$ cat config.mk
export PLATFORM = sky130hd
export DESIGN_NAME = sprite_rom_arbiter
export DESIGN_NICKNAME = d
export VERILOG_FILES = /design/src/rtl/sprite_pkg.sv /design/src/rtl/sprite_rom_arbiter_rr_pick.sv /design/src/rtl/sprite_rom_arbiter.sv
export SDC_FILE = /design/constraint.sdc
export NUM_CORES = 1
export LEC_CHECK = 0
export ABC_CLOCK_PERIOD_IN_PS = 4800
export CORE_AREA = 3 3 73 68
export DETAILED_ROUTE_END_ITERATION = 7
export DIE_AREA = 0 0 76 71
export PLACE_DENSITY = 0.8
export SLEW_MARGIN = 25
export SYNTH_ARGS = -nofsm -noshare
export SYNTH_HDL_FRONTEND = slang
export SYNTH_SLANG_ARGS = --single-unit
$ cat constraint.sdc
create_clock -name vga_clk -period 4.8 [get_ports vga_clk]
set_clock_uncertainty 0.2 [all_clocks]
set_input_delay 0.96 -clock vga_clk [delete_from_list [all_inputs] [get_ports vga_clk]]
set_output_delay 0.96 -clock vga_clk [all_outputs]
set_load 0.005 [all_outputs]
$ cat src/rtl/sprite_pkg.sv
// Shared types and widths for the sprite ROM path.
package sprite_pkg;

  // Arbiter mode: free round-robin, or locked to one burst owner.
  typedef enum logic {
    ARB   = 1'b0,
    BURST = 1'b1
  } arb_state_t;

  localparam int unsigned SPRITE_ADDR_W = 10;
  localparam int unsigned SPRITE_DATA_W = 4;

endpackage

$ cat src/rtl/sprite_rom_arbiter_rr_pick.sv
// Combinational round-robin picker: first asserted request at or after rr_ptr.
module rr_pick #(
  parameter int unsigned NUM_REQ = 4,
  parameter int unsigned PTR_W   = 2
) (
  input  logic [NUM_REQ-1:0] req,
  input  logic [PTR_W-1:0]   rr_ptr,
  output logic [NUM_REQ-1:0] pick,
  output logic [PTR_W-1:0]   pick_idx,
  output logic               pick_valid
);

  logic [PTR_W-1:0] idx;

  // Scan rr_ptr, rr_ptr+1, ... modulo NUM_REQ and take the first hit.
  always_comb begin
    pick       = '0;
    pick_idx   = '0;
    pick_valid = 1'b0;
    idx        = '0;
    for (int unsigned i = 0; i < NUM_REQ; i++) begin
      idx = PTR_W'((32'(rr_ptr) + i) % NUM_REQ);
      if (!pick_valid && req[idx]) begin
        pick_valid = 1'b1;
        pick[idx]  = 1'b1;
        pick_idx   = idx;
      end
    end
  end

endmodule

$ cat src/rtl/sprite_rom_arbiter.sv
// Round-robin arbiter with bounded burst lock sharing one synchronous sprite ROM.
module sprite_rom_arbiter
  import sprite_pkg::*;
#(
  parameter int unsigned NUM_REQ   = 4,
  parameter int unsigned ADDR_W    = SPRITE_ADDR_W,
  parameter int unsigned DATA_W    = SPRITE_DATA_W,
  parameter int unsigned ROM_LAT   = 1,
  parameter int unsigned MAX_BURST = 8
) (
  input  logic                      vga_clk,
  input  logic                      reset_n,
  input  logic [NUM_REQ-1:0]        req,
  input  logic [NUM_REQ-1:0]        req_lock,
  input  logic [NUM_REQ*ADDR_W-1:0] req_addr,
  output logic [NUM_REQ-1:0]        gnt,
  output logic [ADDR_W-1:0]         rom_address,
  input  logic [DATA_W-1:0]         rom_q,
  output logic [NUM_REQ-1:0]        rd_valid,
  output logic [DATA_W-1:0]         rd_data,
  output logic                      busy
);

  localparam int unsigned PTR_W = $clog2(NUM_REQ);
  localparam int unsigned CNT_W = $clog2(MAX_BURST) + 1;

  arb_state_t         state_q;
  logic [PTR_W-1:0]   rr_ptr_q;
  logic [PTR_W-1:0]   owner_q;
  logic [CNT_W-1:0]   burst_cnt_q;
  logic [NUM_REQ-1:0] tag_q [ROM_LAT];

  logic [NUM_REQ-1:0] pick;
  logic [PTR_W-1:0]   pick_idx;
  logic               pick_valid;
  logic [PTR_W-1:0]   ptr_after_pick;

  rr_pick #(
    .NUM_REQ (NUM_REQ),
    .PTR_W   (PTR_W)
  ) u_rr_pick (
    .req        (req),
    .rr_ptr     (rr_ptr_q),
    .pick       (pick),
    .pick_idx   (pick_idx),
    .pick_valid (pick_valid)
  );

  // Winner's successor becomes highest priority next time; wraps for non-power-of-2 counts.
  assign ptr_after_pick = (pick_idx == PTR_W'(NUM_REQ - 1)) ? '0 : pick_idx + PTR_W'(1);

  // Grant: round-robin pick when free, only the owner while locked.
  always_comb begin
    gnt = '0;
    if (state_q == BURST) begin
      gnt[owner_q] = req[owner_q];
    end else begin
      gnt = pick;
    end
  end

  // ROM address mux driven by the one-hot grant; zero when idle.
  always_comb begin
    rom_address = '0;
    for (int unsigned i = 0; i < NUM_REQ; i++) begin
      if (gnt[i]) rom_address = req_addr[i*ADDR_W +: ADDR_W];
    end
  end

  // Arbitration FSM: pointer advance, burst lock and burst length bound.
  always_ff @(posedge vga_clk or negedge reset_n) begin
    if (!reset_n) begin
      state_q     <= ARB;
      rr_ptr_q    <= '0;
      owner_q     <= '0;
      burst_cnt_q <= '0;
    end else begin
      case (state_q)
        ARB: begin
          if (pick_valid) begin
            rr_ptr_q <= ptr_after_pick;
            if (req_lock[pick_idx]) begin
              state_q     <= BURST;
              owner_q     <= pick_idx;
              burst_cnt_q <= CNT_W'(1);
            end
          end
        end
        BURST: begin
          // Owner dropping req ends the burst with an idle ROM cycle.
          if (req[owner_q] && req_lock[owner_q] &&
              (burst_cnt_q < CNT_W'(MAX_BURST - 1))) begin
            burst_cnt_q <= burst_cnt_q + CNT_W'(1);
          end else begin
            state_q     <= ARB;
            burst_cnt_q <= '0;
          end
        end
        default: state_q <= ARB;
      endcase
    end
  end

  // Grant tag pipeline matching ROM latency; reset drops reads in flight.
  always_ff @(posedge vga_clk or negedge reset_n) begin
    if (!reset_n) begin
      for (int unsigned i = 0; i < ROM_LAT; i++) tag_q[i] <= '0;
    end else begin
      tag_q[0] <= gnt;
      for (int unsigned i = 1; i < ROM_LAT; i++) tag_q[i] <= tag_q[i-1];
    end
  end

  assign rd_valid = tag_q[ROM_LAT-1];
  assign rd_data  = rom_q;
  assign busy     = (state_q == BURST);

endmodule

==> flow_metrics.py, run 1 <==
metrics = {
    "min_path": {
        "hold_class": "reg -> reg",
    },
    "finish": {
        "n_antenna_cell": 0,
        "area_delta_synth_final_pct": 51.6,
        "nets": 349,
        "design_area_sq_mm": 0.00280,
        "layout-drive-gt1-share_pct": 29.4,
        "utilization_pct": 64.5,
    },
    "placement": {
        "dpl.hpwl_um": 3990,
        "placedInstanceArea_sq_mm": 0.00263,
        "port_buffers": 68,
        "place_congestion": 0.857,
    },
    "global_routing": {
        "grt_max_degree": 25,
        "grt_overflow": 0,
        "grtUsageTotal_pct": 19.3,
        "antenna_found_initial": 0,
        "grt_first_pass_wirelength_um": 8700,
        "grt_pass1_vias": 1775,
    },
    "synth": {
        "ys_seq_area_share_pct": 17.6,
        "synth.top_cell.area_share_pct": 17.6,
        "syn-instance-count": 206,
        "synth_edf_count": 0,
        "synth.top_cells.by_count": "21 x nor2_1, 18 x nand2_1, 13 x dfrtp_1",
        "netlist_area_sq_mm": 0.00185,
        "syn_nets": 268,
        "synth-main-ff-cell": "dfrtp_1",
        "async_flop_share_pct": 100,
        "synth.distinct_cells": 59,
        "synth_top_area_cell": "dfrtp_1",
        "avgSynthCellArea_sq_um": 8.98,
        "ys_seq_elements": 13,
        "synth_most_common_cell": "nor2_1",
        "synth_warnings": 0,
        "synthTopCellsByArea": "dfrtp_1 18%, o31ai_2 7.4%, a311oi_2 7.3%, ha_1 5.4%, mux4_2 4.9%",
    },
    "floorplanning": {
        "io_pins": 77,
        "start_util_pct": 42.6,
        "die_w_um": 76,
        "die_y_um": 71,
        "row_count": 23,
        "core_sq_mm": 0.00435,
        "die-area_sq_mm": 0.00540,
    },
    "sta": {
        "whs_ns": 0.367,
        "finalCritPeriodShare_pct": 98.2,
        "maxSlewViolCount": 0,
        "setup_viol_count_final": 0,
        "max_slew_margin_pct": 63.3,
        "finalCriticalPeriod_ns": 4.71,
        "hold_violations": 0,
        "worst_slew_pin_slew_ns": 0.549,
        "max_freq_mhz": 212,
    },
    "clock_tree": {
        "clk_latency_ns": 0.24,
        "cts-hold-fix-buffers": 0,
        "cts_buffer_depth": 2,
        "cts-root-buf": "clkbuf_8",
        "htree_levels": 1,
        "cts.clk_slew.worst_paths_ns": 0.05,
        "cts_tree": "yes",
        "numClockSinks": 13,
        "cts_buffers": 3,
    },
    "outcome": {
        "status": "complete, no violations",
    },
    "drt": {
        "vias": 1865,
        "drc_errors": 0,
        "routed_via_density": 5.36,
        "drt-total-wl_um": 5340,
        "dr.pass1.iters": 4,
        "routedWlPerCell_um": 15.3,
        "dr.first_iter.drc_count": 55,
        "ant_nets": 0,
    },
    "power": {
        "p_per_area_mw_per_mm2": 818,
        "peakVddDrop_mv": 0.431,
        "p_leak_uw": 0.00124,
    },
    "worst_setup_path": {
        "crit_required_ns": 3.64,
        "end_kind": "primary output",
        "cp-start-kind": "primary input",
        "path_max_fanout": 6,
        "crit_type": "in -> out",
        "cp.arrival_ns": 3.55,
    },
    "flow_run": {
        "maxCapViolations": 0,
    },
}
==> flip-flops by register name (all words and copies together) (netlist names) <==
signal / count
busy: 1
rd_valid: 4
rr_ptr_q: 2
owner_q: 2
burst_cnt_q: 4
==> layout make-up <==
type / count / area [sq um]
fillers: 362 / 1540
multi-input cells: 158 / 1360
repair buffers: 96 / 927
flip-flops and latches: 13 / 325
well taps: 62 / 77.6
inverters: 14 / 57.6
clock buffers: 4 / 45.0
repair inverters: 1 / 7.51
==> power breakdown <==
group / total, uW / internal, uW / leakage [uW] / switching [uW]
registers: 205 / 157 / 0.000164 / 48.0
clock network: 93.8 / 58.4 / 0.0000228 / 35.4
logic: 1990 / 1050 / 0.00106 / 946
==> cell usage in the layout (no fill, tap or decap), drive strengths merged, types with 3 or more instances in the layout <==
cell type / n
clkdlybuf4s50: 54
nand2b: 5
nor2: 21
dfrtp: 13
a311oi: 10
o32ai: 3
o21ai: 3
a221oi: 5
clkbuf: 4
a21oi: 10
and2: 11
inv: 13
dlymetal6s2s: 10
buf: 28
dlygate4sd2: 4
nor3: 6
nor2b: 3
nand3: 4
mux2i: 5
nand2: 18
mux4: 4
ha: 8
o211ai: 3
o31ai: 11
==> stage by stage <==
stage / setup TNS (ns) / worst slack (ns) / instances / power, uW
6_report: 0 / 0.0855 / 348 / 2290
2_1_floorplan: 0 / 0.470 / 206 / 1440
3_3_place_gp: -1.07 / -0.119 / 336 / 2040
5_1_grt: -0.0267 / -0.0267 / 348 / 2460
3_5_place_dp: -1.43 / -0.152 / 336 / 2070
4_1_cts: 0 / 0.0234 / 344 / 2240
==> layer usage <==
layer | part of all wire (%) | up-vias | GRT usage [%]
met3 | 3.8 | 12 | 2.93
met2 | 49 | 52 | 31.9
li1 | - | 921 | -
met4 | 1.8 | 0 | 4.83
met5 | 0 | - | 0
met1 | 46 | 880 | 26.8
==> what timing repair did <==
item	4_1_cts	5_1_grt
endpoints found under the setup margin	10	10
cloned	2	0
setup buffers	2	4
gates resized for setup	9	15
pin swaps	2	1
==> worst max-delay path: stages <==
cell,delay (ns)
dlygate4sd2_1,0.29
mux4_2,0.50
buf_4,0.18
nor2b_4,0.14
a221oi_2,0.07
o31a_2,0.37
buf_4,0.15
clkinvlp_4,0.10
buf_4,0.11
buf_4,0.09
buf_4,0.09
clkdlybuf4s50_1,0.50
==> cells by family (layout without fill, tap and decap cells) <==
group                    count (synthesis)  in the layout  synth area share [%]
AND/OR/NAND/NOR                         78             78                  24.0
AO/OA/AOI/OAI                           60             60                  33.1
buffers and inverters                   35            115                  10.6
flip-flops                              13             13                  17.6
multiplexers                            11             11                  8.80
adder cells (fa/ha/maj)                  8              8                  5.41
XOR/XNOR                                 1              1                 0.474
==> final timing paths <==
path	start	end	slack [ns]	depth (start not counted)
max reg2reg	rr_ptr_q[0]	owner_q[0]	1.66	9
max in group asynchronous	reset_n	rd_valid[3]	3.16	1
min in group asynchronous	reset_n	burst_cnt_q[2]	0.88	1
min reg2reg	burst_cnt_q[0]	burst_cnt_q[0]	0.37	1
max	req[2]	gnt[1]	0.09	12
min	burst_cnt_q[0]	burst_cnt_q[0]	0.37	1
Power figures use the tool's default switching activity.
==> inputs of run 2 (changes only) <==
--- a/config.mk
+++ b/config.mk
@@ -9,6 +9,7 @@
 export CORE_AREA = 3 3 73 68
 export DETAILED_ROUTE_END_ITERATION = 7
 export DIE_AREA = 0 0 76 71
+export MAX_ROUTING_LAYER = met4
 export PLACE_DENSITY = 0.8
 export SLEW_MARGIN = 25
 export SYNTH_ARGS = -nofsm -noshare
==> flow_metrics.py, run 2 (synthesis results as in run 1) <==
metrics = {
    "placement": {
        "place_congestion": 0.871,
        "pre_cts_ws_ns": -0.152,
        "port_buffers": 68,
        "dpl.hpwl_um": 3990,
    },
    "floorplanning": {
        "io_pins": 77,
        "row_count": 23,
        "die_w_um": 76,
        "die_y_um": 71,
        "core_sq_mm": 0.00435,
        "die-area_sq_mm": 0.00540,
        "start_util_pct": 42.6,
    },
    "worst_setup_path": {
        "r2r-end": "owner_q[0]",
        "cp.arrival_ns": 3.55,
        "ff2ff_path_depth": 9,
        "reg2reg_from": "rr_ptr_q[0]",
        "crit_type": "in -> out",
        "crit_required_ns": 3.64,
        "timing.reg2reg.setup_slack_ns": 1.65,
        "end_kind": "primary output",
        "cp-start-kind": "primary input",
        "path_max_fanout": 6,
    },
    "drt": {
        "drt-total-wl_um": 5340,
        "dr.first_iter.drc_count": 64,
        "dr.pass1.iters": 4,
        "drc_errors": 0,
        "vias": 1863,
        "ant_nets": 0,
        "routed_via_density": 5.35,
        "routedWlPerCell_um": 15.3,
    },
    "global_routing": {
        "grt_first_pass_wirelength_um": 8710,
        "grt_overflow": 0,
        "grtUsageTotal_pct": 19.9,
        "grt_pass1_vias": 1774,
        "grt_max_degree": 25,
        "antenna_found_initial": 0,
    },
    "min_path": {
        "hold_class": "reg -> reg",
        "hp-start": "burst_cnt_q[0]",
        "whs_endpoint": "burst_cnt_q[0]",
        "hold_depth": 1,
    },
    "power": {
        "p_leak_uw": 0.00124,
        "clkPwrFrac_pct": 4.1,
        "sequentialPowerShare_pct": 8.9,
        "power_frac_comb_pct": 87.0,
        "p_switching_uw": 1030,
        "peakVddDrop_mv": 0.434,
        "finalPower_uw": 2290,
        "p_int_uw": 1260,
        "p_per_area_mw_per_mm2": 818,
        "netSwitchingFraction_pct": 44.9,
    },
    "flow_run": {
        "maxCapViolations": 0,
    },
    "finish": {
        "n_fill_cell": 362,
        "area_delta_synth_final_pct": 51.6,
        "multi_input_area_sq_mm": 0.00136,
        "nets": 349,
        "n_antenna_cell": 0,
        "utilization_pct": 64.5,
        "seq_area_sq_um": 325,
        "layout-drive-gt1-share_pct": 29.4,
        "layout_common_cells": "54 x clkdlybuf4s50_1, 26 x buf_4, 21 x nor2_1",
        "final_common_cell": "clkdlybuf4s50_1",
    },
    "sta": {
        "worst_slew_pin_slew_ns": 0.549,
        "max_freq_mhz": 212,
        "maxSlewViolCount": 0,
        "hold_violations": 0,
        "setup_ws_ns": 0.0854,
        "max_slew_margin_pct": 63.3,
        "finalCriticalPeriod_ns": 4.71,
        "setup_viol_count_final": 0,
        "finalCritPeriodShare_pct": 98.2,
    },
    "clock_tree": {
        "numClockSinks": 13,
        "cts_buffer_depth": 2,
        "cts-root-buf": "clkbuf_8",
        "cts.clk_slew.worst_paths_ns": 0.05,
        "cts_tree": "yes",
        "clk_latency_ns": 0.24,
        "cts_buffers": 3,
        "htree_levels": 1,
    },
    "outcome": {
        "status": "complete, no violations",
    },
}
## run 2: cell counts in the layout (fill, tap and decap cells not counted)
No cell type changed its count.
## run 2: worst max-delay path by stage
stage | cells past startpoint | from | endpoint
after floorplan | 14 | rr_ptr_q[0] | rom_address[0]
after global routing | 12 | req[2] | gnt[1]
after detailed placement | 10 | req[2] | rom_address[1]
after CTS | 10 | req[2] | rom_address[4]
final | 12 | req[2] | gnt[1]
after global placement | 10 | req[2] | rom_address[5]
## run 2: layout make-up
cell class	count	share of cell area, %
Clock buffer	4	1.61
Inverter	14	2.05
Multi-Input combinational cell	158	48.6
Sequential cell	13	11.6
Tap cell	62	2.77
Timing Repair Buffer	96	33.1
Timing Repair inverter	1	0.268
## run 2: stage by stage
stage          area, sq um  hold WS, ns  cells  TNS, ns
2_1_floorplan         1850        0.308    206        0
3_3_place_gp          2630        0.337    336    -1.07
3_5_place_dp          2630        0.359    336    -1.43
4_1_cts               2710        0.368    344        0
5_1_grt               2800        0.402    348  -0.0267
6_report              2800        0.367    348        0
## run 2: per-layer routing
layer | GRT usage (%) | part of all wire [%]
met5 | - | 0
met4 | 4.83 | 1.8
met3 | 2.93 | 3.6
met2 | 31.9 | 49
met1 | 26.8 | 46
## run 2: power groups by stage
stage	logic [uW]	registers [uW]	clock network (uW)
CTS	1940	203	96.9
floorplan	1240	200	0
detailed placement	1870	205	0
global route	2150	213	103
finish	1990	205	94.7
global placement	1840	204	0
## run 2: timing repair
item / in CTS / in global routing
pin swaps: 2 / 1
buffers inserted: 2 / 4
gates cloned: 2 / 0
endpoints found under the setup margin: 10 / 10
hold buffers: 0 / 0
resized for setup: 9 / 15
## run 2: critical path, cell delays in order
cell and delay [ns]:
dlygate4sd2_1 0.29, mux4_2 0.50, buf_4 0.18, nor2b_4 0.14, a221oi_2 0.07, o31a_2 0.37, buf_4 0.15, clkinvlp_4 0.10
buf_4 0.11, buf_4 0.09, buf_4 0.09, clkdlybuf4s50_1 0.50
==> inputs of run 3 (changes only) <==
--- a/config.mk
+++ b/config.mk
@@ -5,7 +5,7 @@
 export SDC_FILE = /design/constraint.sdc
 export NUM_CORES = 1
 export LEC_CHECK = 0
-export ABC_CLOCK_PERIOD_IN_PS = 4800
+export ABC_CLOCK_PERIOD_IN_PS = 4700
 export CORE_AREA = 3 3 73 68
 export DETAILED_ROUTE_END_ITERATION = 7
 export DIE_AREA = 0 0 76 71
==> constraint.sdc (replaced) <==
create_clock -name vga_clk -period 4.7 [get_ports vga_clk]
set_clock_uncertainty 0.2 [all_clocks]
set_input_delay 0.94 -clock vga_clk [delete_from_list [all_inputs] [get_ports vga_clk]]
set_output_delay 0.94 -clock vga_clk [all_outputs]
set_load 0.005 [all_outputs]
==> flow_metrics.py, run 3 (synthesis results as in run 1) <==
metrics = {
    "outcome": {
        "status": "complete, no violations",
    },
    "clock_tree": {
        "cts.clk_slew.worst_paths_ns": 0.06,
        "cts-root-buf": "clkbuf_8",
        "cts_tree": "yes",
        "cts_buffer_depth": 2,
        "cts_buffers": 3,
        "cts-hold-fix-buffers": 0,
        "htree_levels": 1,
        "clk_latency_ns": 0.24,
        "numClockSinks": 13,
    },
    "power": {
        "sequentialPowerShare_pct": 9.4,
        "peakVddDrop_mv": 0.415,
        "clkPwrFrac_pct": 4.3,
        "finalPower_uw": 2220,
        "p_switching_uw": 1010,
        "power_frac_comb_pct": 86.3,
        "p_per_area_mw_per_mm2": 819,
        "p_int_uw": 1210,
        "p_leak_uw": 0.00114,
        "netSwitchingFraction_pct": 45.5,
    },
    "worst_setup_path": {
        "startpoint": "req[1]",
        "end_kind": "primary output",
        "reg2reg_from": "rr_ptr_q[0]",
        "crit_type": "in -> out",
        "cp_cell_sequence": "clkbuf_2 -> mux4_2 -> buf_4 -> nor2b_4 -> a221o_1 -> a221oi_2 -> inv_2 -> buf_6 -> buf_4 -> a311oi_2 -> o31ai_2 -> dlygate4sd2_1",
        "crit_top_cell": "buf_4",
        "cp.arrival_ns": 3.39,
        "timing.reg2reg.setup_slack_ns": 1.46,
        "slowest_stage": "mux4_2",
        "ff2ff_path_depth": 9,
        "critPathMaxStageDelay_ns": 0.50,
        "path_max_fanout": 5,
        "crit_required_ns": 3.56,
        "crit_end": "rom_address[8]",
        "r2r-end": "owner_q[0]",
        "cp-start-kind": "primary input",
    },
    "sta": {
        "max_slew_margin_pct": 63.9,
        "worst_slew_pin_slew_ns": 0.540,
        "setup_viol_count_final": 0,
        "finalCriticalPeriod_ns": 4.53,
        "hold_violations": 0,
        "finalCritPeriodShare_pct": 96.3,
        "rsz0062_at_grt": "false",
        "maxSlewViolCount": 0,
        "tns_ns": 0,
        "max_freq_mhz": 221,
    },
    "floorplanning": {
        "start_util_pct": 42.6,
        "die_y_um": 71,
        "row_count": 23,
        "die-area_sq_mm": 0.00540,
        "io_pins": 77,
        "die_w_um": 76,
        "core_sq_mm": 0.00435,
    },
    "drt": {
        "routed_via_density": 5.51,
        "drc_errors": 0,
        "dr.first_iter.drc_count": 72,
        "vias": 1913,
        "routedWlPerCell_um": 15.2,
        "ant_nets": 0,
        "drt-total-wl_um": 5290,
        "dr.pass1.iters": 4,
    },
    "finish": {
        "area_delta_synth_final_pct": 46.5,
        "n_antenna_cell": 0,
        "layout-drive-gt1-share_pct": 30.5,
        "nets": 348,
        "final_common_cell": "clkdlybuf4s50_1",
        "layout_common_cells": "54 x clkdlybuf4s50_1, 25 x buf_4, 21 x nor2_1",
    },
    "global_routing": {
        "met1_usage_pct": 26.1,
        "grt_pass1_vias": 1796,
        "grt_overflow": 0,
        "busiest_layer": "met2",
        "grtUsageTotal_pct": 20.4,
        "grt_max_degree": 25,
        "grt_first_pass_wirelength_um": 8960,
        "use_met2_pct": 34.4,
        "use_met3_pct": 2.93,
        "antenna_found_initial": 0,
    },
    "min_path": {
        "hold_class": "reg -> reg",
    },
    "placement": {
        "port_buffers": 68,
        "dpl.hpwl_um": 4120,
        "place_congestion": 0.878,
    },
    "flow_run": {
        "maxCapViolations": 0,
    },
}
## run 3: repair_timing
item,in CTS,in global routing
gates cloned,1,0
endpoints found under the setup margin,10,5
setup buffers,5,0
pin swaps,2,2
hold endpoints to repair,0,0
resized for setup,18,11
## run 3: how the worst min path moves through the flow
stage,to,cells past startpoint,slack [ns],startpoint
global placement,burst_cnt_q[0],1,0.34,burst_cnt_q[0]
finish,burst_cnt_q[0],1,0.36,burst_cnt_q[0]
floorplan,burst_cnt_q[0],1,0.31,burst_cnt_q[0]
global route,burst_cnt_q[0],1,0.41,burst_cnt_q[0]
CTS,burst_cnt_q[0],1,0.36,burst_cnt_q[0]
detailed placement,burst_cnt_q[0],1,0.35,burst_cnt_q[0]
## run 3: through the flow
stage	util [%]	instances	setup slack [ns]	cell area [sq um]	hold WS, ns
4_1_cts	62.6	347	0.00968	2720	0.364
6_report	62.4	347	0.172	2710	0.362
3_5_place_dp	60.8	337	-0.237	2640	0.352
2_1_floorplan	-	206	0.390	1850	0.308
5_1_grt	62.4	347	0.0345	2710	0.405
3_3_place_gp	60.8	337	-0.179	2640	0.336
## run 3: area by class of cell
| class | instances | area, sq um |
|---|---|---|
| flip-flops and latches | 13 | 325 |
| fillers | 362 | 1640 |
| clock inverters | 1 | 5.00 |
| inverters | 14 | 55.1 |
| repair buffers | 96 | 872 |
| multi-input cells | 158 | 1330 |
| clock buffers | 3 | 41.3 |
| well taps | 62 | 77.6 |
## run 3: power by group through the flow
stage / registers (uW) / logic [uW] / clock network, uW
3_3_place_gp: 208 / 1890 / 0
5_1_grt: 216 / 2090 / 104
2_1_floorplan: 204 / 1270 / 0
3_5_place_dp: 210 / 1930 / 0
6_report: 209 / 1920 / 95.9
4_1_cts: 208 / 1910 / 98.6
## run 3: routing by layer
metal / vias to the layer above / part of all wire (%)
met5: - / 0
met4: 0 / 1.6
li1: 922 / -
met3: 10 / 4.4
met1: 916 / 43
met2: 65 / 51
## run 3: critical path: cells and delay by family
family / cells / cell delay [ns]
AND/OR/NAND/NOR: 1 / 0.12
AO/OA/AOI/OAI: 4 / 0.94
buffers and inverters: 6 / 0.90
multiplexers: 1 / 0.50
